### config.mk
export PLATFORM = sky130hd
export DESIGN_NAME = autoconfig_chain
export DESIGN_NICKNAME = d
export VERILOG_FILES = /design/src/rtl/accel_pkg.sv /design/src/rtl/ac_rom_mux.sv /design/src/rtl/autoconfig_chain.sv
export SDC_FILE = /design/constraint.sdc
export NUM_CORES = 1
export LEC_CHECK = 0
export ABC_AREA = 0
export BUFFER_PORTS_ARGS = -buffer_cell sky130_fd_sc_hd__buf_2
export CORE_ASPECT_RATIO = 1.4
export CORE_UTILIZATION = 50
export DETAILED_ROUTE_END_ITERATION = 8
export GPL_ROUTABILITY_DRIVEN = 0
export PLACE_DENSITY = 0.76
export SETUP_SLACK_MARGIN = 0.05
export SYNTH_ARGS = -nofsm -noshare
export SYNTH_HDL_FRONTEND = slang
export SYNTH_HIERARCHICAL = 1
export SYNTH_SLANG_ARGS = --single-unit
export TNS_END_PERCENT = 100
### constraint.sdc
create_clock -name CPU_CLK -period 3 [get_ports CPU_CLK]
set_clock_uncertainty 0.1 [all_clocks]
set_input_delay 0.15 -clock CPU_CLK [delete_from_list [all_inputs] [get_ports CPU_CLK]]
set_output_delay 0.15 -clock CPU_CLK [all_outputs]
set_load 0.01 [all_outputs]
### src/rtl/accel_pkg.sv
// Shared constants, FSM state type and nibble helper for the Zorro II AUTOCONFIG engine.
package accel_pkg;

    localparam logic [7:0] AC_WINDOW     = 8'hE8;

    // Register offsets are ADDRESS[7:1], i.e. byte offset divided by two.
    localparam logic [6:0] AC_ER_TYPE    = 7'h00;
    localparam logic [6:0] AC_ER_TYPE_LO = 7'h01;
    localparam logic [6:0] AC_PRODUCT    = 7'h02;
    localparam logic [6:0] AC_PRODUCT_LO = 7'h03;
    localparam logic [6:0] AC_BASE_HI    = 7'h24;
    localparam logic [6:0] AC_BASE_LO    = 7'h25;
    localparam logic [6:0] AC_SHUTUP     = 7'h26;

    typedef enum logic [1:0] {
        AC_IDLE,
        AC_ACCEPT,
        AC_WAIT,
        AC_ACK
    } ac_state_e;

    // Nibble k of a 32-bit word, k=0 being the most significant nibble.
    function automatic logic [3:0] nib_sel32(input logic [31:0] v, input logic [2:0] k);
        logic [31:0] s;
        s = v << {k, 2'b00};
        return s[31:28];
    endfunction

endpackage

### src/rtl/ac_rom_mux.sv
// Combinational AUTOCONFIG parameter ROM: returns the (possibly inverted) nibble
// for the board selected by idx at register offset 'offset'.
module ac_rom_mux
    import accel_pkg::*;
#(
    parameter int                        NUM_BOARDS = 3,
    parameter int                        IDX_W      = $clog2(NUM_BOARDS + 1),
    parameter logic [15:0]               MFG_ID     = 16'h07DB,
    parameter logic [8*NUM_BOARDS-1:0]   ER_TYPE    = {8'hE0, 8'hC0, 8'hC0},
    parameter logic [8*NUM_BOARDS-1:0]   ER_PRODUCT = {8'h58, 8'h59, 8'h5A},
    parameter logic [31:0]               SERIAL     = 32'h0
) (
    input  logic [IDX_W-1:0] idx,
    input  logic [6:0]       offset,
    output logic [3:0]       nibble
);

    logic [7:0] type_b;
    logic [7:0] prod_b;
    logic [3:0] raw;
    logic [2:0] ser_k;

    always_comb begin
        type_b = ER_TYPE[7:0];
        prod_b = ER_PRODUCT[7:0];
        for (int i = 1; i < NUM_BOARDS; i++) begin
            if (idx == IDX_W'(i)) begin
                type_b = ER_TYPE[8*i +: 8];
                prod_b = ER_PRODUCT[8*i +: 8];
            end
        end
    end

    // Serial occupies offsets 12..19; adding 4 to the low three bits maps them onto 0..7.
    assign ser_k = offset[2:0] + 3'd4;

    always_comb begin
        raw = 4'h0;
        case (offset)
            AC_ER_TYPE:    raw = type_b[7:4];
            AC_ER_TYPE_LO: raw = type_b[3:0];
            AC_PRODUCT:    raw = prod_b[7:4];
            AC_PRODUCT_LO: raw = prod_b[3:0];
            7'h08, 7'h09, 7'h0A, 7'h0B:
                raw = nib_sel32({MFG_ID, 16'h0000}, {1'b0, offset[1:0]});
            7'h0C, 7'h0D, 7'h0E, 7'h0F, 7'h10, 7'h11, 7'h12, 7'h13:
                raw = nib_sel32(SERIAL, ser_k);
            default:       raw = 4'h0;
        endcase
        nibble = (offset == AC_ER_TYPE || offset == AC_ER_TYPE_LO) ? raw : ~raw;
    end

endmodule

### src/rtl/autoconfig_chain.sv
// Zorro II AUTOCONFIG engine: presents NUM_BOARDS logical boards in turn in the $E8xxxx
// window, serves ROM nibbles, captures base addresses and generates its own DTACK.
module autoconfig_chain
    import accel_pkg::*;
#(
    parameter int                        NUM_BOARDS = 3,
    parameter int                        DTACK_WAIT = 1,
    parameter logic [15:0]               MFG_ID     = 16'h07DB,
    parameter logic [8*NUM_BOARDS-1:0]   ER_TYPE    = {8'hE0, 8'hC0, 8'hC0},
    parameter logic [8*NUM_BOARDS-1:0]   ER_PRODUCT = {8'h58, 8'h59, 8'h5A},
    parameter logic [31:0]               SERIAL     = 32'h0
) (
    input  logic                      CPU_CLK,
    input  logic                      RESET,
    input  logic                      CPU_AS,
    input  logic                      UDS,
    input  logic                      LDS,
    input  logic                      RW,
    input  logic [23:1]               ADDRESS,
    input  logic [3:0]                DATA_IN,
    output logic [3:0]                DATA_OUT,
    output logic                      DATA_OE,
    output logic                      AC_DTACK,
    output logic [8*NUM_BOARDS-1:0]   BASE,
    output logic [NUM_BOARDS-1:0]     CONFIGURED,
    output logic [NUM_BOARDS-1:0]     SHUTUP,
    output logic                      ALL_DONE
);

    localparam int               IDX_W     = $clog2(NUM_BOARDS + 1);
    localparam logic [IDX_W-1:0] IDX_DONE  = IDX_W'(NUM_BOARDS);
    localparam logic [2:0]       WAIT_LOAD = (DTACK_WAIT > 0) ? 3'(DTACK_WAIT - 1) : 3'd0;

    // Bus handshake: a cycle starts when synchronised AS and DS are both low on a hit;
    // AC_DTACK stays low from ACK until synchronised AS returns high, and an AS release
    // before ACK aborts the cycle without any DTACK.
    logic as_s1, as_s2, ds_s1, ds_s2;
    ac_state_e state, state_nx;
    logic [2:0]       cnt;
    logic [IDX_W-1:0] idx;
    logic [3:0]       lo_nib;
    logic [6:0]       off_q;
    logic [3:0]       din_q;
    logic             rw_q;
    logic [3:0]       data_out_q;
    logic             data_oe_q;
    logic [7:0]       base_r [NUM_BOARDS];
    logic [NUM_BOARDS-1:0] conf_q, shut_q;
    logic [3:0]       rom_nib;
    logic             all_done, hit, strobe, go;

    wire unused_addr = &{1'b0, ADDRESS[15:8]};

    always_ff @(posedge CPU_CLK or negedge RESET) begin
        if (!RESET) begin
            as_s1 <= 1'b1;
            as_s2 <= 1'b1;
            ds_s1 <= 1'b1;
            ds_s2 <= 1'b1;
        end else begin
            as_s1 <= CPU_AS;
            as_s2 <= as_s1;
            ds_s1 <= UDS & LDS;
            ds_s2 <= ds_s1;
        end
    end

    assign all_done = (idx == IDX_DONE);
    assign hit      = (ADDRESS[23:16] == AC_WINDOW) && !all_done;
    assign strobe   = !as_s2 && !ds_s2;
    assign go       = (state == AC_IDLE) && strobe && hit;

    ac_rom_mux #(
        .NUM_BOARDS (NUM_BOARDS),
        .IDX_W      (IDX_W),
        .MFG_ID     (MFG_ID),
        .ER_TYPE    (ER_TYPE),
        .ER_PRODUCT (ER_PRODUCT),
        .SERIAL     (SERIAL)
    ) u_rom (
        .idx    (idx),
        .offset (ADDRESS[7:1]),
        .nibble (rom_nib)
    );

    always_comb begin
        state_nx = state;
        case (state)
            AC_IDLE:   if (go) state_nx = AC_ACCEPT;
            AC_ACCEPT: begin
                if (as_s2)                state_nx = AC_IDLE;
                else if (DTACK_WAIT == 0) state_nx = AC_ACK;
                else                      state_nx = AC_WAIT;
            end
            AC_WAIT: begin
                if (as_s2)            state_nx = AC_IDLE;
                else if (cnt == 3'd0) state_nx = AC_ACK;
            end
            AC_ACK:    if (as_s2) state_nx = AC_IDLE;
            default:   state_nx = AC_IDLE;
        endcase
    end

    always_ff @(posedge CPU_CLK or negedge RESET) begin
        if (!RESET) begin
            state      <= AC_IDLE;
            cnt        <= 3'd0;
            idx        <= '0;
            lo_nib     <= 4'h0;
            off_q      <= 7'h00;
            din_q      <= 4'h0;
            rw_q       <= 1'b1;
            data_out_q <= 4'h0;
            data_oe_q  <= 1'b0;
            conf_q     <= '0;
            shut_q     <= '0;
            for (int b = 0; b < NUM_BOARDS; b++) base_r[b] <= 8'h00;
        end else begin
            state <= state_nx;

            if (go) begin
                off_q      <= ADDRESS[7:1];
                din_q      <= DATA_IN;
                rw_q       <= RW;
                data_out_q <= rom_nib;
                data_oe_q  <= RW;
            end else if (state_nx == AC_IDLE) begin
                data_oe_q  <= 1'b0;
            end

            if (state == AC_ACCEPT)
                cnt <= WAIT_LOAD;
            else if (state == AC_WAIT && cnt != 3'd0)
                cnt <= cnt - 3'd1;

            // ACCEPT lasts exactly one cycle per strobe, so each write commits once.
            if (state == AC_ACCEPT && !rw_q && !all_done) begin
                case (off_q)
                    AC_BASE_LO: lo_nib <= din_q;
                    AC_BASE_HI: begin
                        for (int b = 0; b < NUM_BOARDS; b++) begin
                            if (idx == IDX_W'(b)) begin
                                base_r[b] <= {din_q, lo_nib};
                                conf_q[b] <= 1'b1;
                            end
                        end
                        idx <= idx + IDX_W'(1);
                    end
                    AC_SHUTUP: begin
                        for (int b = 0; b < NUM_BOARDS; b++)
                            if (idx == IDX_W'(b)) shut_q[b] <= 1'b1;
                        idx <= idx + IDX_W'(1);
                    end
                    default: ;
                endcase
            end
        end
    end

    for (genvar g = 0; g < NUM_BOARDS; g++) begin : g_base
        assign BASE[8*g +: 8] = base_r[g];
    end

    assign DATA_OUT   = data_out_q;
    assign DATA_OE    = data_oe_q;
    assign AC_DTACK   = (state != AC_ACK);
    assign CONFIGURED = conf_q;
    assign SHUTUP     = shut_q;
    assign ALL_DONE   = all_done;

endmodule

## Word level (Yosys, flattened, before mapping)

Cells that the tools add are included.

| word-level totals | value |
|---|---|
| output and inout port bits | 37 |
| register bits after elaboration | 62 |
| bits in read-only memories | 0 |
| word-level logic and storage cells | 101 |
| memories kept | 0 |
| input port bits | 33 |
| bits in writable memories | 0 |
| latch bits | 0 |

| cells by class | value |
|---|---|
| bitwise operators | 2 |
| add/subtract/negate cells | 3 |
| $lt $le $gt $ge | 0 |
| shift-type cells | 2 |
| multiplexer cells | 15 |
| multiply operators | 0 |
| reductions and logical operators | 31 |
| eq/ne operators | 26 |
| div/mod/pow operators | 0 |

Operator list:

| operator | count |
|---|---|
| $eq 7x4->1 const B | 8 |
| $shl 1x5->32 const A | 1 |
| $shl 27x4->32 const A | 1 |
| $eq 7x5->1 const B | 4 |
| $pmux 4 s6 | 1 |
| $eq 7x6->1 const B | 3 |
| $reduce_and 3->1 | 6 |
| $eq 7x2->1 const B | 2 |
| $mux 2 | 7 |
| $eq 2x2->1 const B | 4 |
| $eq 8x8->1 const B | 1 |
| $pmux 2 s4 | 1 |
| $reduce_or 8->1 | 1 |
| $eq 7x1->1 const B | 1 |
| $logic_and 1x1->1 | 7 |
| $logic_not 7->1 | 1 |
| $logic_not 2->1 | 3 |
| $mux 3 | 2 |
| $mux 6 | 1 |
| $eq 2x1->1 const B | 2 |
| $logic_not 1->1 | 4 |
| $mux 4 | 1 |
| $not 4->4 | 1 |
| $reduce_and 2->1 | 2 |
| other kinds (12) | 14 |

## Logic depth before layout (Yosys ltp)

Gate-level depths: netlist of the first run.

| depth | value |
|---|---|
| word-level depth | 9 |
| mapped depth | 7 |
| depth with buffers taken out | 6 |

## Modules after synthesis

Netlist of the first run, hierarchy kept.

By module, submodules not included:

| module | seq. area each (um^2) | area each (um^2) | cells an instance | instances |
|---|---|---|---|---|
| autoconfig_chain | 1557.7 | 2509.9 | 164 | 1 |
| ac_rom_mux | 0.0 | 275.3 | 34 | 1 |

## Worst setup path after synthesis of the first run

No wires, ideal clock.

| timing | value |
|---|---|
| path kind | register -> register |
| start point | register idx[0] |
| end point | register data_out_q[3] (netlist: DATA_OUT[3]) |
| library setup time | 0.125 ns |
| path buffers | 2 |
| data required time | 2.775 ns |
| cell stages (with the launch flop) | 7 |
| path slack | 0.568 ns |
| clock period less this slack | 2.432 ns |
| data arrival time | 2.207 ns |
| cells stage by stage | dfrtp_1 -> ha_1 -> or4b_1 -> or4_1 -> buf_6 -> buf_12 -> mux2_4 |

| between the ends | value |
|---|---|
| cells in the longest elaborated chain, start to end | 4 |

RTL lines:

| element | line | source |
|---|---|---|
| start: declaration | autoconfig_chain.sv:40 | `logic [IDX_W-1:0] idx;` |
| start signal: assignment | autoconfig_chain.sv:147 | `idx <= idx + IDX_W'(1);` |
| start signal: assignment | autoconfig_chain.sv:152 | `idx <= idx + IDX_W'(1);` |
| $eq 2x2->1 | autoconfig_chain.sv:68 | `assign all_done = (idx == IDX_DONE);` |
| net ALL_DONE | autoconfig_chain.sv:27 | `output logic ALL_DONE` |
| $logic_not 1->1 | autoconfig_chain.sv:69 | `assign hit = (ADDRESS[23:16] == AC_WINDOW) && !all_done;` |
| $logic_and 1x1->1 | autoconfig_chain.sv:69 |  |
| $logic_and 1x1->1 | autoconfig_chain.sv:71 | `assign go = (state == AC_IDLE) && strobe && hit;` |
| end signal: assignment | autoconfig_chain.sv:125 | `data_out_q <= rom_nib;` |
| end: declaration | autoconfig_chain.sv:45 | `logic [3:0] data_out_q;` |

The timed path passes the listed nets, and every way through them passes these cells.
A chain may end at the register's enable or synchronous reset.

## Final worst setup path of the first run

| timing | value |
|---|---|
| start point | register idx[1] |
| end point | register off_q[5] |

| between the ends | value |
|---|---|
| cells in the longest elaborated chain, start to end | 4 |

RTL lines:

| element | line | source |
|---|---|---|
| $eq 2x2->1 | autoconfig_chain.sv:68 |  |
| $logic_not 1->1 | autoconfig_chain.sv:69 |  |
| $logic_and 1x1->1 | autoconfig_chain.sv:69 |  |
| $logic_and 1x1->1 | autoconfig_chain.sv:71 |  |
| end signal: assignment | autoconfig_chain.sv:122 | `off_q <= ADDRESS[7:1];` |
| end: declaration | autoconfig_chain.sv:42 | `logic [6:0] off_q;` |

Every way passes these cells.

==> results.yml, run 1 <==
timing:
  tightestPinTransition_ps: 669.4
  fin_crit_sh_pct: 87.21
  rsz0062_at_grt: "false"
  setup_tns_ps: 0
  whs_ps: 26.51
  hold_violations: 0
  period_needed_ps: 2616
  relSlewSlack_pct: 54.96
  slew_viol_final: 0
  setup_viol: 0
  worst_slack_ps: 383.8
  fmaxAchievable_mhz: 382.2
setup_path:
  end_kind: "register"
  crit_start: "idx[1]"
  required_ps: 3120
  reg2reg_to: "off_q[5]"
  r2r_start: "idx[1]"
  path_cells: "ha_1 -> or4b_1 -> or4_1 -> buf_4 -> mux2_4"
  r2r_cells: 5
  cp-start-kind: "register"
  path_class: "reg2reg"
  reg2reg_setup_slack_ps: 380
  cpPeakStageDelay_ps: 640
  cp_slowest_cell: "or4_1"
  cp_max_fo: 14
  endpoint: "off_q[5]"
  cp.arrival_ps: 2740
clocking:
  cts_num_sinks: 62
  clk_pin_slew_worst_paths_ps: 70
  clk_path_buf_depth: 2
  worstSkewPairLatency_ps: 340
  cts_tree: "yes"
  cts-root-buf: "clkbuf_8"
  numCtsBuffers: 9
  h-tree-depth: 3
floorplan:
  die_w_um: 65.08
  initial_core_util_pct: 52.80
  die_height_um: 90.31
  rows: 31
  pin_count: 70
  die_area_um2: 5877
  core_area_um2: 5275
power:
  p_comb_share_pct: 5.6
  power.clock.fraction_pct: 44.0
  seqPwrFrac_pct: 50.4
  ir_worst_vdd_uv: 312.8
  p_leak_nw: 1.840
  swShare_pct: 23.06
  powerDensity_nw_per_um2: 487.7
  p_sw_mw: 0.3924
  cell_internal_pwr_mw: 1.309
hold_path:
  hp-class: "in2reg"
  min_from: "ADDRESS[2]"
grt:
  global_route.usage.total_pct: 20.92
  grt_overflow: 0
  grt_pass1_wl_mm: 9.094
  antenna_found_initial: 0
  grt_pass1_vias: 1889
  grt_max_degree: 33
outcome:
  outcome: "complete, no violations"
synthesis:
  synthXorXnorAreaFrac_pct: 1.258
  postSynthCellCount: 198
  yosys.area_share.simple_pct: 9.075
  avgSynthCellArea_um2: 14.07
  synthFlopType: "dfrtp_1"
  syn_area_um2: 2785
  ys_async_sr_fraction_pct: 100.0
  ys_seq_area_share_pct: 55.93
  synthAdderAreaFrac_pct: 5.840
  synth_edf_count: 0
  yosysWarningCount: 6
  yosys.cell_types.count: 39
  synth_nets: 244
  ys_seq_elements: 62
  muxShareOfSynthArea_pct: 19.63
  synth_compound_area_share_pct: 5.256
  synth_top_family_by_area: "multiplexers"
cells_and_area:
  num-nets-final: 329
  antenna_cells: 0
  nFillCells: 423
  drive_above_1_share_pct: 48.96
  final_core_util_pct: 66.13
  layout_commonest_cell: "buf_2"
  final_area_um2: 3488
  most-common-layout-cells: "61 x buf_2, 57 x dfrtp_1, 37 x mux2_2"
  area_growth_pct: 25.25
detailed_routing:
  first_pass_iters: 3
  wl_mm: 5.261
  drc: 0
  vias: 1820
  ant_nets: 0
  via_per_inst: 5.141
  drt_iter0_markers: 82
  avgRoutedWirePerCell_um: 14.86
placement:
  numPortBuffers: 61
  placed_area_um2: 3153
  dp_hpwl_mm: 3.640
  place_ws_ps: 385.9
run:
  max_cap_viol_count: 0
## registers in the layout (all words and copies together), names as in the netlist, 3 cells and up
| signal | flops |
|---|---|
| off_q | 7 |
| SHUTUP | 3 |
| DATA_OUT | 4 |
| BASE | 24 |
| din_q | 4 |
| cnt | 3 |
| CONFIGURED | 3 |
| lo_nib | 4 |
## cell usage after synthesis, drive strengths merged, types with 2 or more instances
| cell type | instances | area share, % |
|---|---|---|
| o21bai | 3 | 0.81 |
| dfstp | 5 | 4.7 |
| mux2 | 45 | 19 |
| and3b | 3 | 0.99 |
| nand2 | 9 | 1.2 |
| nand4b | 3 | 0.94 |
| nor2 | 9 | 1.5 |
| a22o | 3 | 0.99 |
| ha | 13 | 5.8 |
| dfrtp | 57 | 51 |
| buf | 3 | 1.5 |
| o21ai | 3 | 0.54 |
| inv | 11 | 1.5 |
| nor4 | 2 | 0.45 |
| or2 | 3 | 0.67 |
| nor3b | 2 | 0.54 |
| nor2b | 2 | 0.72 |
| xor2 | 2 | 0.63 |
| a21oi | 3 | 0.54 |
| nor4b | 3 | 0.94 |
| xnor2 | 2 | 0.63 |
| o31ai | 2 | 0.72 |
## routing by layer
metal	share of wire, %	vias to the layer above	global-route usage (%)
met1	43	905	24.83
li1	-	865	-
met2	51	43	34.20
met3	4.0	7	6.061
met4	2.0	0	10.14
met5	0	-	0
## cell families (layout without fill, tap and decap cells)
| kind of cell | after synthesis | after routing |
|---|---|---|
| flip-flops | 62 | 62 |
| multiplexers | 46 | 46 |
| AND/OR/NAND/NOR | 40 | 40 |
| AO/OA/AOI/OAI | 19 | 19 |
| buffers and inverters | 14 | 104 |
| adder cells (fa/ha/maj) | 13 | 13 |
| XOR/XNOR | 4 | 4 |
## worst min-delay path by stage
| stage | end | slack (ps) | cells past startpoint |
|---|---|---|---|
| finish | off_q[1] | 30 | 2 |
| global route | off_q[1] | 20 | 2 |
| CTS | off_q[1] | 20 | 2 |
| detailed placement | off_q[4] | 120 | 1 |
| global placement | off_q[6] | 120 | 1 |
| floorplan | BASE[0] | -250 | 0 |
## power by group through the flow
| stage | combinational (mW) | sequential (mW) | clock, mW |
|---|---|---|---|
| after floorplan | 0.0373 | 0.873 | 0 |
| after global placement | 0.0806 | 0.873 | 0 |
| after detailed placement | 0.0822 | 0.874 | 0 |
| after CTS | 0.0954 | 0.858 | 0.761 |
| after global routing | 0.106 | 0.860 | 0.801 |
| final | 0.0947 | 0.858 | 0.748 |
## worst max-delay path: cells and delay by family, from the launching register on
kind / cells / cell delay (ps)
mux: 1 / 310
fa+ha+maj: 1 / 240
simple gates: 2 / 1130
buf+inv: 1 / 280
flops: 1 / 440
## final cells by class
class                           instances  area (µm²)  area share, %
Clock inverter                          6       67.56          1.937
Tap cell                               66       82.58          2.367
Inverter                               11       41.29          1.184
Timing Repair Buffer                   77       457.9          13.13
Sequential cell                        62        1558          44.66
Clock buffer                           10       137.6          3.945
Multi-Input combinational cell        122        1144          32.78
## stage by stage
stage / total power [mW] / std cells
finish: 1.701 / 354
CTS: 1.714 / 354
detailed placement: 0.9561 / 325
global route: 1.766 / 354
floorplan: 0.9107 / 198
global placement: 0.9539 / 325
## timing repair
item / in CTS / in global routing
gates resized for setup: 0 / 0
hold buffers: 13 / 0
buffers inserted: 0 / 0
endpoints found under the hold margin: 37 / 0
Note: power is estimated with default switching activity, not from simulation.
==> run 2: changes to the inputs <==
Settings changed: SYNTH_HIERARCHICAL 1 to unset.
==> run 2 against run 1 <==
Global-route usage fell by 0.96 points. Routed wire length is 4.1% lower. First-iteration DRC count down 16%. Critical path type unchanged. Critical endpoint is now BASE[1].
==> results.yml, run 2 <==
synthesis:
  ys_seq_area_share_pct: 58.70
  synth_nets: 249
  synthMostInstantiatedCell: "dfrtp_1"
  ys_async_sr_fraction_pct: 100.0
  synthFlopType: "dfrtp_1"
  postSynthCellCount: 205
  yosysWarningCount: 0
  yosysTopAreaCell: "dfrtp_1"
  netlist_top_cells_count: "57 x dfrtp_1, 36 x mux2_2, 13 x o21ai_0, 11 x ha_1, 11 x inv_1"
  synthTopCellsByArea: "dfrtp_1 54%, mux2_2 15%, ha_1 5.2%"
  syn_area_um2: 2654
  avgSynthCellArea_um2: 12.95
  yosysTopAreaCellShare_pct: 53.75
  synth_edf_count: 0
  yosys.cell_types.count: 31
  ys_seq_elements: 62
detailed_routing:
  first_pass_iters: 4
  via_per_inst: 5.187
  vias: 1857
  drt_iter0_markers: 69
  drc: 0
  ant_nets: 0
  avgRoutedWirePerCell_um: 14.09
  wl_mm: 5.044
setup_path:
  reg2reg_to: "BASE[1]"
  cp_max_fo: 9
  r2r_start: "idx[0]"
  endpoint: "BASE[1]"
  cp-start-kind: "register"
  path_class: "reg2reg"
  r2r_cells: 5
  crit_start: "idx[0]"
  cp.arrival_ps: 2510
  cp_slowest_cell: "or4b_4"
  cpPeakStageDelay_ps: 560
  end_kind: "register"
  required_ps: 3130
  reg2reg_setup_slack_ps: 610
  path_cells: "ha_1 -> or4b_4 -> nor4_4 -> nand2_2 -> mux2_1"
timing:
  rsz0062_at_grt: "false"
  relSlewSlack_pct: 52.49
  worst_slack_ps: 613.9
  fmaxAchievable_mhz: 419.1
  period_needed_ps: 2386
  fin_crit_sh_pct: 79.54
  hold_violations: 0
  slew_viol_final: 0
  tightestPinTransition_ps: 707.2
  setup_tns_ps: 0
  setup_viol: 0
cells_and_area:
  area_growth_pct: 27.77
  largest_reg_flops: 24
  antenna_cells: 0
  most-common-layout-cells: "61 x buf_2, 57 x dfrtp_1, 36 x mux2_2"
  layout_commonest_cell: "buf_2"
  drive_above_1_share_pct: 44.52
  num-nets-final: 331
grt:
  grt_overflow: 0
  antenna_found_initial: 0
  grt_max_degree: 40
  grt_pass1_vias: 1756
  grt_pass1_wl_mm: 8.349
  global_route.usage.total_pct: 19.96
floorplan:
  die_area_um2: 5607
  core_area_um2: 5159
  initial_core_util_pct: 51.44
  die_height_um: 88.20
  pin_count: 70
  rows: 31
  die_w_um: 63.57
power:
  ir_worst_vdd_uv: 324.3
  p_leak_nw: 1.784
  powerDensity_nw_per_um2: 515.0
clocking:
  clk_path_buf_depth: 2
  worstSkewPairLatency_ps: 340
  numCtsBuffers: 9
  cts-root-buf: "clkbuf_8"
  cts_num_sinks: 62
  cts_resized: 0
  cts_tree: "yes"
  clk_pin_slew_worst_paths_ps: 70
  h-tree-depth: 3
outcome:
  outcome: "complete, no violations"
hold_path:
  hp-class: "in2reg"
placement:
  numPortBuffers: 61
  dp_hpwl_mm: 3.466
  place_ws_ps: 626.1
run:
  max_cap_viol_count: 0
-- run 2: changes by cell type in the layout (fill, tap and decap cells not counted), moves of 4 or more --
| cell | change |
|---|---|
| nand2b_1 | +4 |
| o21ai_0 | +10 |
| o22ai_1 | +4 |
| mux2_4 | -8 |
| a211oi_1 | +4 |
| a21oi_1 | +6 |
-- run 2: worst max-delay path: cells and delay by family (launching register included) --
family | cells | cell delay (ps)
muxes | 1 | 360
DFF | 1 | 410
and+or+nand+nor | 3 | 1140
adders and majority gates | 1 | 250
-- run 2: how the worst min path moves through the flow --
| stage | cells past startpoint | startpoint | end | slack (ps) |
|---|---|---|---|---|
| after detailed placement | 1 | RESET | CONFIGURED[0] | 50 |
| final | 3 | ADDRESS[2] | off_q[1] | 60 |
| after global placement | 1 | RESET | CONFIGURED[2] | 40 |
| after CTS | 3 | ADDRESS[2] | off_q[1] | 50 |
| after global routing | 3 | ADDRESS[2] | off_q[1] | 60 |
| after floorplan | 0 | RESET | BASE[0] | -250 |
-- run 2: what timing repair did --
| item | CTS | global route |
|---|---|---|
| hold endpoints to repair | 35 | 0 |
| setup endpoints to repair | 0 | 0 |
| hold buffers | 13 | 0 |
| setup buffers | 0 | 0 |
-- run 2: kinds of logic after synthesis --
group | Yosys count | synth area share [%]
AOI/OAI and AO/OA | 36 | 8.110
xor gates and xnor gates | 1 | 0.3301
adders and majority gates | 11 | 5.186
buffers and inverters | 16 | 2.263
DFF | 62 | 58.70
muxes | 37 | 15.70
and+or+nand+nor | 42 | 9.713
-- run 2: power breakdown --
part           total (mW)  switching (mW)  internal, mW
combinational      0.0863          0.0450        0.0414
sequential          0.858         0.00814         0.850
clock               0.802           0.315         0.487
-- run 2: per-stage QoR --
stage               cell area, µm²  hold WS (ps)  util, %  instances  total power [mW]
finish                        3391         62.65    65.73        358             1.746
global route                  3391         62.35    65.73        358             1.821
CTS                           3391         53.15    65.73        358             1.769
detailed placement            3038         48.87    58.89        329            0.9485
global placement              3038         42.84    58.89        329            0.9455
floorplan                     2654        -245.6        -        205            0.9039
-- run 2: routing by layer --
metal	share of wire, %	global-route usage [%]	vias up
met4	1.8	11.16	0
met3	3.0	4.297	11
li1	-	-	891
met5	0	0	-
met2	51	32.01	37
met1	44	25.15	918
-- run 2: area by class of cell --
cell class / instances / area [µm²]
clock inverters: 6 / 85.08
well taps: 66 / 82.58
flip-flops and latches: 62 / 1558
fillers: 398 / 1768
clock buffers: 10 / 137.6
multi-input cells: 127 / 1036
repair buffers: 76 / 450.4
inverters: 11 / 41.29
